File: src/rtl/bus_pkg.sv
// Shared bus types for the memory data-port arbiter: width encodings,
// requester payload and read-response routing tag.
package bus_pkg;

    localparam int unsigned ADDR_W  = 32;
    localparam int unsigned DATA_W  = 32;
    localparam int unsigned WIDTH_W = 2;

    localparam logic [WIDTH_W-1:0] WIDTH_BYTE = 2'd0;
    localparam logic [WIDTH_W-1:0] WIDTH_HALF = 2'd1;
    localparam logic [WIDTH_W-1:0] WIDTH_WORD = 2'd2;

    typedef struct packed {
        logic [ADDR_W-1:0]  addr;
        logic [DATA_W-1:0]  wdata;
        logic [WIDTH_W-1:0] width;
        logic               we;
        logic               zeroextend;
        logic               lock;
    } bus_req_t;

    typedef struct packed {
        logic valid;
        logic owner;
    } resp_tag_t;

endpackage

File: src/rtl/resp_tag_pipe.sv
// Latency-matched shift register carrying {valid, owner} for each issued read,
// so returning data can be steered to the requester that issued it.
module resp_tag_pipe
    import bus_pkg::*;
#(
    parameter int unsigned DEPTH = 1
) (
    input  logic      i_clk,
    input  logic      i_clr,
    input  resp_tag_t i_push,
    output resp_tag_t o_tag
);

    resp_tag_t stages [DEPTH];

    always_ff @(posedge i_clk) begin
        if (i_clr) begin
            for (int i = 0; i < int'(DEPTH); i++) begin
                stages[i] <= '0;
            end
        end else begin
            stages[0] <= i_push;
            for (int i = 1; i < int'(DEPTH); i++) begin
                stages[i] <= stages[i-1];
            end
        end
    end

    assign o_tag = stages[DEPTH-1];

endmodule

File: src/rtl/data_bus_arbiter.sv
// Two-requester arbiter for the memory_controller data port: combinational
// grant with fixed priority, starvation guard, bus lock and tagged read return.
module data_bus_arbiter
    import bus_pkg::*;
#(
    parameter int unsigned READ_LATENCY = 1,
    parameter int unsigned STARVE_LIMIT = 8
) (
    input  logic        i_clk,
    input  logic        i_rst,
    input  logic        i_m0_req,
    input  logic [31:0] i_m0_addr,
    input  logic [31:0] i_m0_wdata,
    input  logic [1:0]  i_m0_width,
    input  logic        i_m0_we,
    input  logic        i_m0_zeroextend,
    input  logic        i_m0_lock,
    output logic        o_m0_gnt,
    output logic        o_m0_rvalid,
    output logic [31:0] o_m0_rdata,
    input  logic        i_m1_req,
    input  logic [31:0] i_m1_addr,
    input  logic [31:0] i_m1_wdata,
    input  logic [1:0]  i_m1_width,
    input  logic        i_m1_we,
    input  logic        i_m1_zeroextend,
    input  logic        i_m1_lock,
    output logic        o_m1_gnt,
    output logic        o_m1_rvalid,
    output logic [31:0] o_m1_rdata,
    output logic [31:0] o_s_addr,
    output logic [31:0] o_s_wdata,
    output logic [1:0]  o_s_width,
    output logic        o_s_we,
    output logic        o_s_read_en,
    output logic        o_s_zeroextend,
    input  logic [31:0] i_s_rdata
);

    localparam int unsigned CNT_W = 8;
    localparam logic [CNT_W-1:0] STARVE_MAX = CNT_W'(STARVE_LIMIT);

    bus_req_t   m0, m1, sel;
    logic       any_gnt;
    logic       lock_valid, lock_valid_n;
    logic       lock_owner, lock_owner_n;
    logic [CNT_W-1:0] starve_cnt, starve_cnt_n;
    resp_tag_t  push_tag, tail_tag;

    assign m0 = '{addr: i_m0_addr, wdata: i_m0_wdata, width: i_m0_width,
                  we: i_m0_we, zeroextend: i_m0_zeroextend, lock: i_m0_lock};
    assign m1 = '{addr: i_m1_addr, wdata: i_m1_wdata, width: i_m1_width,
                  we: i_m1_we, zeroextend: i_m1_zeroextend, lock: i_m1_lock};

    // State register
    always_ff @(posedge i_clk) begin
        if (i_rst) begin
            lock_valid <= 1'b0;
            lock_owner <= 1'b0;
            starve_cnt <= '0;
        end else begin
            lock_valid <= lock_valid_n;
            lock_owner <= lock_owner_n;
            starve_cnt <= starve_cnt_n;
        end
    end

    // Grant selection and port mux; grants are held low through reset
    always_comb begin
        o_m0_gnt = 1'b0;
        o_m1_gnt = 1'b0;
        if (i_rst) begin
            o_m0_gnt = 1'b0;
        end else if (lock_valid) begin
            o_m0_gnt = i_m0_req & ~lock_owner;
            o_m1_gnt = i_m1_req &  lock_owner;
        end else if (i_m0_req && i_m1_req) begin
            o_m1_gnt = (starve_cnt == STARVE_MAX);
            o_m0_gnt = (starve_cnt != STARVE_MAX);
        end else begin
            o_m0_gnt = i_m0_req;
            o_m1_gnt = i_m1_req;
        end
        any_gnt        = o_m0_gnt | o_m1_gnt;
        sel            = o_m1_gnt ? m1 : m0;
        o_s_addr       = sel.addr;
        o_s_wdata      = sel.wdata;
        o_s_width      = sel.width;
        o_s_zeroextend = sel.zeroextend;
        o_s_we         = any_gnt &  sel.we;
        o_s_read_en    = any_gnt & ~sel.we;
    end

    // Next-state: lock tracking, starvation counter, response tag push
    always_comb begin
        lock_valid_n = lock_valid;
        lock_owner_n = lock_owner;
        starve_cnt_n = '0;
        push_tag     = '{valid: any_gnt & ~sel.we, owner: o_m1_gnt};
        if (lock_valid) begin
            if (lock_owner ? ~i_m1_lock : ~i_m0_lock) begin
                lock_valid_n = 1'b0;
            end
        end else if (any_gnt && sel.lock) begin
            lock_valid_n = 1'b1;
            lock_owner_n = o_m1_gnt;
        end
        if (i_m1_req && !o_m1_gnt) begin
            starve_cnt_n = (starve_cnt < STARVE_MAX) ? starve_cnt + CNT_W'(1) : starve_cnt;
        end
    end

    resp_tag_pipe #(.DEPTH(READ_LATENCY)) u_tag_pipe (
        .i_clk  (i_clk),
        .i_clr  (i_rst),
        .i_push (push_tag),
        .o_tag  (tail_tag)
    );

    assign o_m0_rvalid = tail_tag.valid & ~tail_tag.owner & ~i_rst;
    assign o_m1_rvalid = tail_tag.valid &  tail_tag.owner & ~i_rst;
    assign o_m0_rdata  = i_s_rdata;
    assign o_m1_rdata  = i_s_rdata;

endmodule

File: config.mk
export PLATFORM = sky130hd
export DESIGN_NAME = data_bus_arbiter
export DESIGN_NICKNAME = d
export VERILOG_FILES = /design/src/rtl/bus_pkg.sv /design/src/rtl/resp_tag_pipe.sv /design/src/rtl/data_bus_arbiter.sv
export SDC_FILE = /design/constraint.sdc
export NUM_CORES = 1
export LEC_CHECK = 0
export ABC_AREA = 1
export CAP_MARGIN = 5
export CELL_PAD_IN_SITES_DETAIL_PLACEMENT = 1
export CELL_PAD_IN_SITES_GLOBAL_PLACEMENT = 2
export CORE_MARGIN = 5
export CORE_UTILIZATION = 10
export CTS_CLUSTER_DIAMETER = 200
export DETAILED_ROUTE_END_ITERATION = 7
export GPL_TIMING_DRIVEN = 0
export PLACE_DENSITY_LB_ADDON = 0.1
export SLEW_MARGIN = 30
export SYNTH_ARGS = -nofsm -noshare
export SYNTH_HDL_FRONTEND = slang
export SYNTH_SLANG_ARGS = --single-unit
File: constraint.sdc
create_clock -name i_clk -period 1.56 [get_ports i_clk]
set_input_delay 0.156 -clock i_clk [delete_from_list [all_inputs] [get_ports i_clk]]
set_output_delay 0.156 -clock i_clk [all_outputs]
set_load 0.01 [all_outputs]
==> results of run 1 <==
==> worst max-delay path: cells and delay by family (launching register included) <==
family,cells,cell delay [ns]
simple gates,3,0.30
flops,1,0.34
fa+ha+maj,1,0.13
compound gates,2,0.36
buf+inv,5,0.51
==> state kept, by name, indices dropped and copies added (netlist names) <==
name	count
starve_cnt	8
u_tag_pipe.stages	2
lock_owner	1
lock_valid	1
==> synthesized netlist by cell type <==
library cell	n	area share
buf_4	64	0.25
xor2_1	1	0.0046
nand2_1	221	0.44
nor2_1	18	0.035
buf_6	3	0.018
o211ai_1	1	0.0039
inv_1	17	0.033
nand3_1	4	0.010
nand2_4	1	0.0059
o21ai_1	1	0.0026
and3_4	1	0.0059
dfxtp_1	12	0.13
clkbuf_1	4	0.0079
inv_4	1	0.0033
a21oi_1	5	0.013
buf_2	7	0.018
ha_1	2	0.013
inv_2	1	0.0020
o21ai_2	1	0.0046
a41oi_1	1	0.0046
==> layout make-up <==
| cell class | instances | area, um2 | area share |
|---|---|---|---|
| multi-input combinational | 257 | 1250 | 0.225 |
| tap | 234 | 293 | 0.0526 |
| sequential | 12 | 245 | 0.0440 |
| timing repair buffer | 312 | 2970 | 0.532 |
| inverter | 19 | 81.3 | 0.0146 |
| buffer | 74 | 644 | 0.116 |
| clock buffer | 4 | 88.8 | 0.0160 |
==> through the flow <==
stage / utilization / TNS (ns) / total power, mW / std cells / instance area (um2)
after floorplan: - / 0 / 0.857 / 366 / 1910
after global placement: 0.265 / -67.67 / 1.83 / 878 / 4980
after detailed placement: 0.265 / -69.25 / 1.84 / 878 / 4980
after CTS: 0.292 / -29.74 / 2.51 / 910 / 5490
after global routing: 0.297 / -36.81 / 2.64 / 912 / 5570
final: 0.297 / -29.20 / 2.48 / 912 / 5570
==> metal layers <==
layer | up-vias | wire [um] | GRT usage
li1 | 1646 | - | -
met1 | 1455 | 4450 | 0.107
met2 | 193 | 7010 | 0.217
met3 | 4 | 1860 | 0.0612
met4 | 0 | 64 | 0.0171
met5 | - | 0 | 0
==> worst paths after layout <==
| kind | from | end | slack [ns] |
|---|---|---|---|
| setup / recovery | starve_cnt[0] | o_s_we | -0.49 |
| hold reg to reg | starve_cnt[4] | starve_cnt[4] | 0.43 |
| setup reg to reg | starve_cnt[0] | starve_cnt[4] | -0.10 |
| hold / removal | i_rst | lock_valid | 0.35 |
==> logic make-up (layout without fill, tap and decap cells) <==
logic type      Yosys count  in the layout  synth area share
compound gates            9              9            0.0289
buf+inv                  97            409             0.335
flops                    12             12             0.126
xor+xnor                  1              1           0.00459
fa+ha+maj                 2              2            0.0131
simple gates            245            245             0.493
==> repair_timing <==
item,4_1_cts,5_1_grt
pin swaps,14,13
resized for setup,420,42
setup endpoints to repair,84,83
endpoints found under the hold margin,0,0
setup buffers,26,9
gates cloned,2,0
==> power breakdown <==
part,total (mW),leakage [nW],switching [mW],internal [mW]
logic,1.62,2.57,0.625,0.997
clock network,0.533,0.0442,0.145,0.388
registers,0.325,0.0987,0.00749,0.317
total,2.48,2.71,0.778,1.70
==> tab_implementation.tex, run 1 <==
\begin{tabular}{lr}
\hline
Metric & Value \\
\hline
\multicolumn{2}{l}{\textbf{Power and ir drop}} \\
\quad Power Dens Cells & 445 mW/mm2 \\
\quad IR drop worst, VDD & 0.290 mV \\
\quad Leakage & between 2 and 3 nW \\
\multicolumn{2}{l}{\textbf{Synthesis}} \\
\quad Avg Synthesized Cell Area & 5.21 um2 \\
\quad Number of cells produced by synthesis & between 300 and 400 \\
\quad Unique masters post-synth & 20 \\
\quad Seq/Total Area, Yosys & 0.126 \\
\quad Total of flip-flops plus latches after synthesis & 12 \\
\quad Nets in the synthesized netlist & $\sim$540 \\
\quad Yosys warnings & 0 \\
\quad Area of the mapped netlist & 0.00191 mm2 \\
\multicolumn{2}{l}{\textbf{Drt}} \\
\quad Post-route antenna net violation count & 0 \\
\quad Starting DRC count in detailed routing & 31 \\
\quad Average wire per cell in the routed design & between 10 and 15 um \\
\quad First drt pass iteration count & 2 \\
\quad Total wire length & approximately 13000 um \\
\quad Vias post-DR & about 3300 \\
\quad Post-route DRC violation count & 0 \\
\quad DR vias/cell & between 3 and 4 \\
\multicolumn{2}{l}{\textbf{Floorplan}} \\
\quad Rows & 50 \\
\quad Die Area & 0.0219 mm2 \\
\quad Total I/O pin count & between 300 and 400 \\
\quad Core Area & 0.0188 mm2 \\
\quad Die W & 148 um \\
\quad Starting Density & 0.102 \\
\quad Overall die height & $\sim$150 um \\
\multicolumn{2}{l}{\textbf{Outcome}} \\
\quad Failing checks & negative setup slack \\
\quad Status & finished with violations \\
\multicolumn{2}{l}{\textbf{Global route}} \\
\quad Gr ovfl total & 0 \\
\quad Wire length of the first global-routing pass & approximately 20000 um \\
\quad Via count of the first global-routing pass & around 3700 \\
\quad Initial antenna violation count & 0 \\
\quad Maximum number of pins on one net before global-route repair & 11 \\
\quad Total routing resource utilization after global routing & 0.113 \\
\multicolumn{2}{l}{\textbf{Min path}} \\
\quad Cells on Worst Hold Path & 2 \\
\quad Path type of the worst min-delay path & input pin to flip-flop \\
\multicolumn{2}{l}{\textbf{CTS}} \\
\quad Clock tree from TritonCTS & done \\
\quad Reg clk slew, reported paths & roughly 0.05 ns \\
\quad Number of buffers created by CTS & 3 \\
\quad Root Buffer Master & clkbuf\_16 \\
\quad Clock insertion delay at the later pin of the skew report & $\sim$0.24 ns \\
\quad Buffers from clock root to sink, at most & 2 \\
\quad Total clock sinks & 12 \\
\quad Number of levels in the clock H-tree & 1 \\
\quad Hold-fix buffers at CTS & 0 \\
\multicolumn{2}{l}{\textbf{STA}} \\
\quad Hold Fails Final Rpt & 0 \\
\quad Share of the clock period used by the worst path & 1.31 \\
\quad WHS & about 0.35 ns \\
\quad Tmin final & slightly above 2 ns \\
\quad Fmax & between 0.4 and 0.5 GHz \\
\quad Slew HR & 0.778 \\
\quad Final setup margin & -0.485 ns \\
\quad Unrepaired setup endpoints after global routing & yes \\
\quad Max-slew violations & 0 \\
\quad Setup Skew & between 0.002 and 0.003 ns \\
\quad Transition time of the tightest slew-check pin & 0.332 ns \\
\quad Setup violators final & 81 \\
\multicolumn{2}{l}{\textbf{Placement}} \\
\quad Final estimated routing congestion in global placement & 0.740 \\
\quad Detailed Place HPWL & roughly 11000 um \\
\quad Pre-CTS worst setup slack & -1.06 ns \\
\quad Number of buffer cells added on primary ports & around 280 \\
\multicolumn{2}{l}{\textbf{Layout}} \\
\quad Most common cell after layout, fill and taps aside & clkdlybuf4s50\_1 \\
\quad Fillers & roughly 2300 \\
\quad Diodes inserted & 0 \\
\quad Nets@finish & 855 \\
\quad Area growth from synthesis to layout & 192\% \\
\quad Fraction of layout instances using a drive strength above 1 & 0.367 \\
\quad Highest-count cells in the layout ignoring fill and taps & 204 x clkdlybuf4s50\_1, 180 x nand2\_1, 81 x buf\_4 \\
\multicolumn{2}{l}{\textbf{Setup path}} \\
\quad Startpoint kind of the worst setup timing path & flip-flop \\
\quad Depth of the worst register-to-register path & 10 \\
\quad Critical-path maximum fanout & 6 \\
\quad Worst path cell trace & inv\_4 -> ha\_4 -> nand3\_4 -> o21ai\_4 -> nand2\_8 -> buf\_6 -> buf\_6 -> o21ai\_4 -> inv\_1 -> nor2\_1 -> buf\_2 \\
\quad Required time worst endpoint & 1.40 ns \\
\quad Data arrival time of the critical path & 1.89 ns \\
\quad Nature of the critical path endpoint & output pin \\
\quad Worst Setup Path Type & flip-flop to output pin \\
\quad Slowest stage cell on the critical path & dfxtp\_4 \\
\quad Largest stage delay on the critical path & 0.34 ns \\
\multicolumn{2}{l}{\textbf{Run}} \\
\quad Max-Cap Viols & 0 \\
\hline
\end{tabular}
Note: power is estimated with default switching activity, not from simulation.
==> run 2, diff against run 1 <==
--- a/config.mk
+++ b/config.mk
@@ -15,6 +15,7 @@
 export DETAILED_ROUTE_END_ITERATION = 7
 export GPL_TIMING_DRIVEN = 0
 export PLACE_DENSITY_LB_ADDON = 0.1
+export SETUP_SLACK_MARGIN = 0.3
 export SLEW_MARGIN = 30
 export SYNTH_ARGS = -nofsm -noshare
 export SYNTH_HDL_FRONTEND = slang
==> run 2 against run 1 <==
Net effect:
- the run still ends with negative setup slack left
- sequential share of layout area down 0.73 points
- register-to-register slack worse by 0.02 ns
- final area up 20%
- sequential cell count unchanged
- setup slack better by 0.076 ns
- critical path type unchanged
- critical endpoint is now o_s_wdata[16]
- largest cell class unchanged
==> tab_implementation.tex, run 2 (synthesis gave the netlist of run 1 again) <==
\begin{tabular}{lr}
\hline
Metric & Value \\
\hline
\multicolumn{2}{l}{\textbf{Global route}} \\
\quad Via count of the first global-routing pass & 3617 \\
\quad Initial antenna violation count & 1 \\
\quad Total routing resource utilization after global routing & 0.118 \\
\quad Maximum number of pins on one net before global-route repair & 11 \\
\quad Gr ovfl total & 0 \\
\quad Wire length of the first global-routing pass & 20500 um \\
\multicolumn{2}{l}{\textbf{Layout}} \\
\quad Multi-input gate area & $\sim$0.0018 mm2 \\
\quad Area taken by flip-flops and latches & 245 um2 \\
\quad Number of flip-flops under the largest register name & 8 \\
\quad Fraction of layout instances using a drive strength above 1 & 0.563 \\
\quad Fillers & approximately 2200 \\
\quad Area growth from synthesis to layout & 250\% \\
\quad Nets@finish & 863 \\
\quad Most common cell after layout, fill and taps aside & clkdlybuf4s50\_1 \\
\quad Highest-count cells in the layout ignoring fill and taps & 202 x clkdlybuf4s50\_1, 118 x nand2\_2, 75 x buf\_4 \\
\quad Largest registers & starve\_cnt: 8 flops, u\_tag\_pipe.stages: 2 flops \\
\quad Register with the highest flop count & starve\_cnt \\
\multicolumn{2}{l}{\textbf{Setup path}} \\
\quad Startpoint kind of the worst setup timing path & flip-flop \\
\quad Worst Setup Path Type & flip-flop to output pin \\
\quad Required time worst endpoint & $\sim$1.4 ns \\
\quad Cell type with the highest occurrence count on the critical path & buf\_6 \\
\quad Data arrival time of the critical path & 1.81 ns \\
\quad Nature of the critical path endpoint & output pin \\
\quad Worst path cell trace & inv\_4 -> ha\_4 -> nand3\_4 -> o21ai\_4 -> nand2\_4 -> inv\_8 -> buf\_6 -> buf\_12 -> clkbuf\_16 -> nand2\_1 -> nand2\_2 -> buf\_6 \\
\quad Slowest stage cell on the critical path & dfxtp\_4 \\
\quad Largest stage delay on the critical path & around 0.34 ns \\
\quad Critical-path maximum fanout & 8 \\
\quad Depth of the worst register-to-register path & 13 \\
\multicolumn{2}{l}{\textbf{Placement}} \\
\quad Pre-CTS worst setup slack & -0.922 ns \\
\quad Final estimated routing congestion in global placement & 0.751 \\
\quad Detailed Place HPWL & $\sim$12000 um \\
\quad Number of buffer cells added on primary ports & $\sim$280 \\
\multicolumn{2}{l}{\textbf{Outcome}} \\
\quad Status & finished with violations \\
\quad Failing checks & negative setup slack \\
\multicolumn{2}{l}{\textbf{CTS}} \\
\quad Clock tree from TritonCTS & done \\
\quad Total clock sinks & 12 \\
\quad Reg clk slew, reported paths & 0.04 ns \\
\quad Root Buffer Master & clkbuf\_16 \\
\quad Clock insertion delay at the later pin of the skew report & about 0.24 ns \\
\quad Number of buffers created by CTS & 3 \\
\quad Buffers from clock root to sink, at most & 2 \\
\quad Number of levels in the clock H-tree & 1 \\
\multicolumn{2}{l}{\textbf{STA}} \\
\quad Unrepaired setup endpoints after global routing & yes \\
\quad Transition time of the tightest slew-check pin & $\sim$0.30 ns \\
\quad Share of the clock period used by the worst path & 1.26 \\
\quad Final setup margin & -0.409 ns \\
\quad Slew HR & 0.801 \\
\quad Tmin final & 1.97 ns \\
\quad Max-slew violations & 0 \\
\quad Hold Fails Final Rpt & 0 \\
\quad Setup Skew & around 0.0016 ns \\
\quad Fmax & just over 0.5 GHz \\
\quad Setup violators final & 72 \\
\quad Sum of negative setup slack & -26.23 ns \\
\multicolumn{2}{l}{\textbf{Floorplan}} \\
\quad Core Area & approximately 0.019 mm2 \\
\quad Die Area & around 0.022 mm2 \\
\quad Total I/O pin count & 311 \\
\quad Die W & 148 um \\
\quad Rows & 50 \\
\quad Overall die height & around 150 um \\
\quad Starting Density & 0.102 \\
\multicolumn{2}{l}{\textbf{Drt}} \\
\quad First drt pass iteration count & 3 \\
\quad Post-route DRC violation count & 0 \\
\quad Starting DRC count in detailed routing & slightly below 50 \\
\quad DR vias/cell & about 3.7 \\
\quad Vias post-DR & 3417 \\
\quad Post-route antenna net violation count & 0 \\
\quad Total wire length & 14600 um \\
\quad Average wire per cell in the routed design & 15.8 um \\
\multicolumn{2}{l}{\textbf{Power and ir drop}} \\
\quad Power Dens Cells & approximately 430 mW/mm2 \\
\quad IR drop worst, VDD & 0.367 mV \\
\quad Leakage & 3.16 nW \\
\quad Design Power & 2.88 mW \\
\multicolumn{2}{l}{\textbf{Min path}} \\
\quad Path type of the worst min-delay path & input pin to flip-flop \\
\quad Cells on Worst Hold Path & 2 \\
\multicolumn{2}{l}{\textbf{Run}} \\
\quad Max-Cap Viols & 0 \\
\hline
\end{tabular}
run 2: cell count changes in the layout (fill, tap and decap cells not counted), sizes merged:
cell	before	now
buf	176	172
clkbuf	7	19
clkdlybuf4s15	0	1
clkdlybuf4s50	204	202
diode	0	1
dlygate4sd2	2	3
run 2: layout make-up:
cell class              instances  share of cell area
well taps                     234              0.0439
inverters                      19              0.0122
repair buffers                316               0.511
multi-input cells             257               0.271
diodes                          1            0.000375
clock buffers                   4              0.0133
plain buffers                  78               0.111
flip-flops and latches         12              0.0367
run 2: metrics by stage:
step	util	cell area, um2	hold slack (ns)	std cells
4_1_cts	0.316	5930	0.357	904
2_1_floorplan	-	2040	0.225	366
5_1_grt	0.356	6680	0.407	921
3_5_place_dp	0.272	5110	0.424	878
3_3_place_gp	0.272	5110	0.415	878
6_report	0.356	6680	0.359	921
run 2: per-layer routing:
metal / track usage / up-vias / wire (um)
met3: 0.0256 / 10 / 1040
met1: 0.118 / 1575 / 5010
met5: 0 / - / 0
met4: 0.0217 / 0 / 240
li1: - / 1670 / -
met2: 0.246 / 162 / 8270
run 2: power breakdown:
part           switching [mW]  internal [mW]
Combinational           0.788           1.25
Sequential            0.00781          0.317
Clock                   0.127          0.386
Total                   0.923           1.96
run 2: worst paths after layout:
check | startpoint | end | slack (ns)
worst max register to register | starve_cnt[0] | lock_owner | -0.12
worst max-delay path | starve_cnt[0] | o_s_wdata[16] | -0.41
worst min-delay path | i_rst | lock_owner | 0.36
worst min register to register | starve_cnt[7] | starve_cnt[7] | 0.43
run 2: critical path: cells and delay by family, from the launching register on:
kind            cells  cell delay [ns]
buf+inv             6             0.62
flops               1             0.34
simple gates        4             0.32
compound gates      1             0.16
fa+ha+maj           1             0.13
run 2: timing repair:
item | in CTS | in global routing
hold endpoints to repair | 0 | 0
pin swaps | 30 | 54
gates cloned | 6 | 6
setup buffers | 16 | 10
hold buffers | 0 | 0
resized for setup | 493 | 135
setup endpoints to repair | 85 | 83
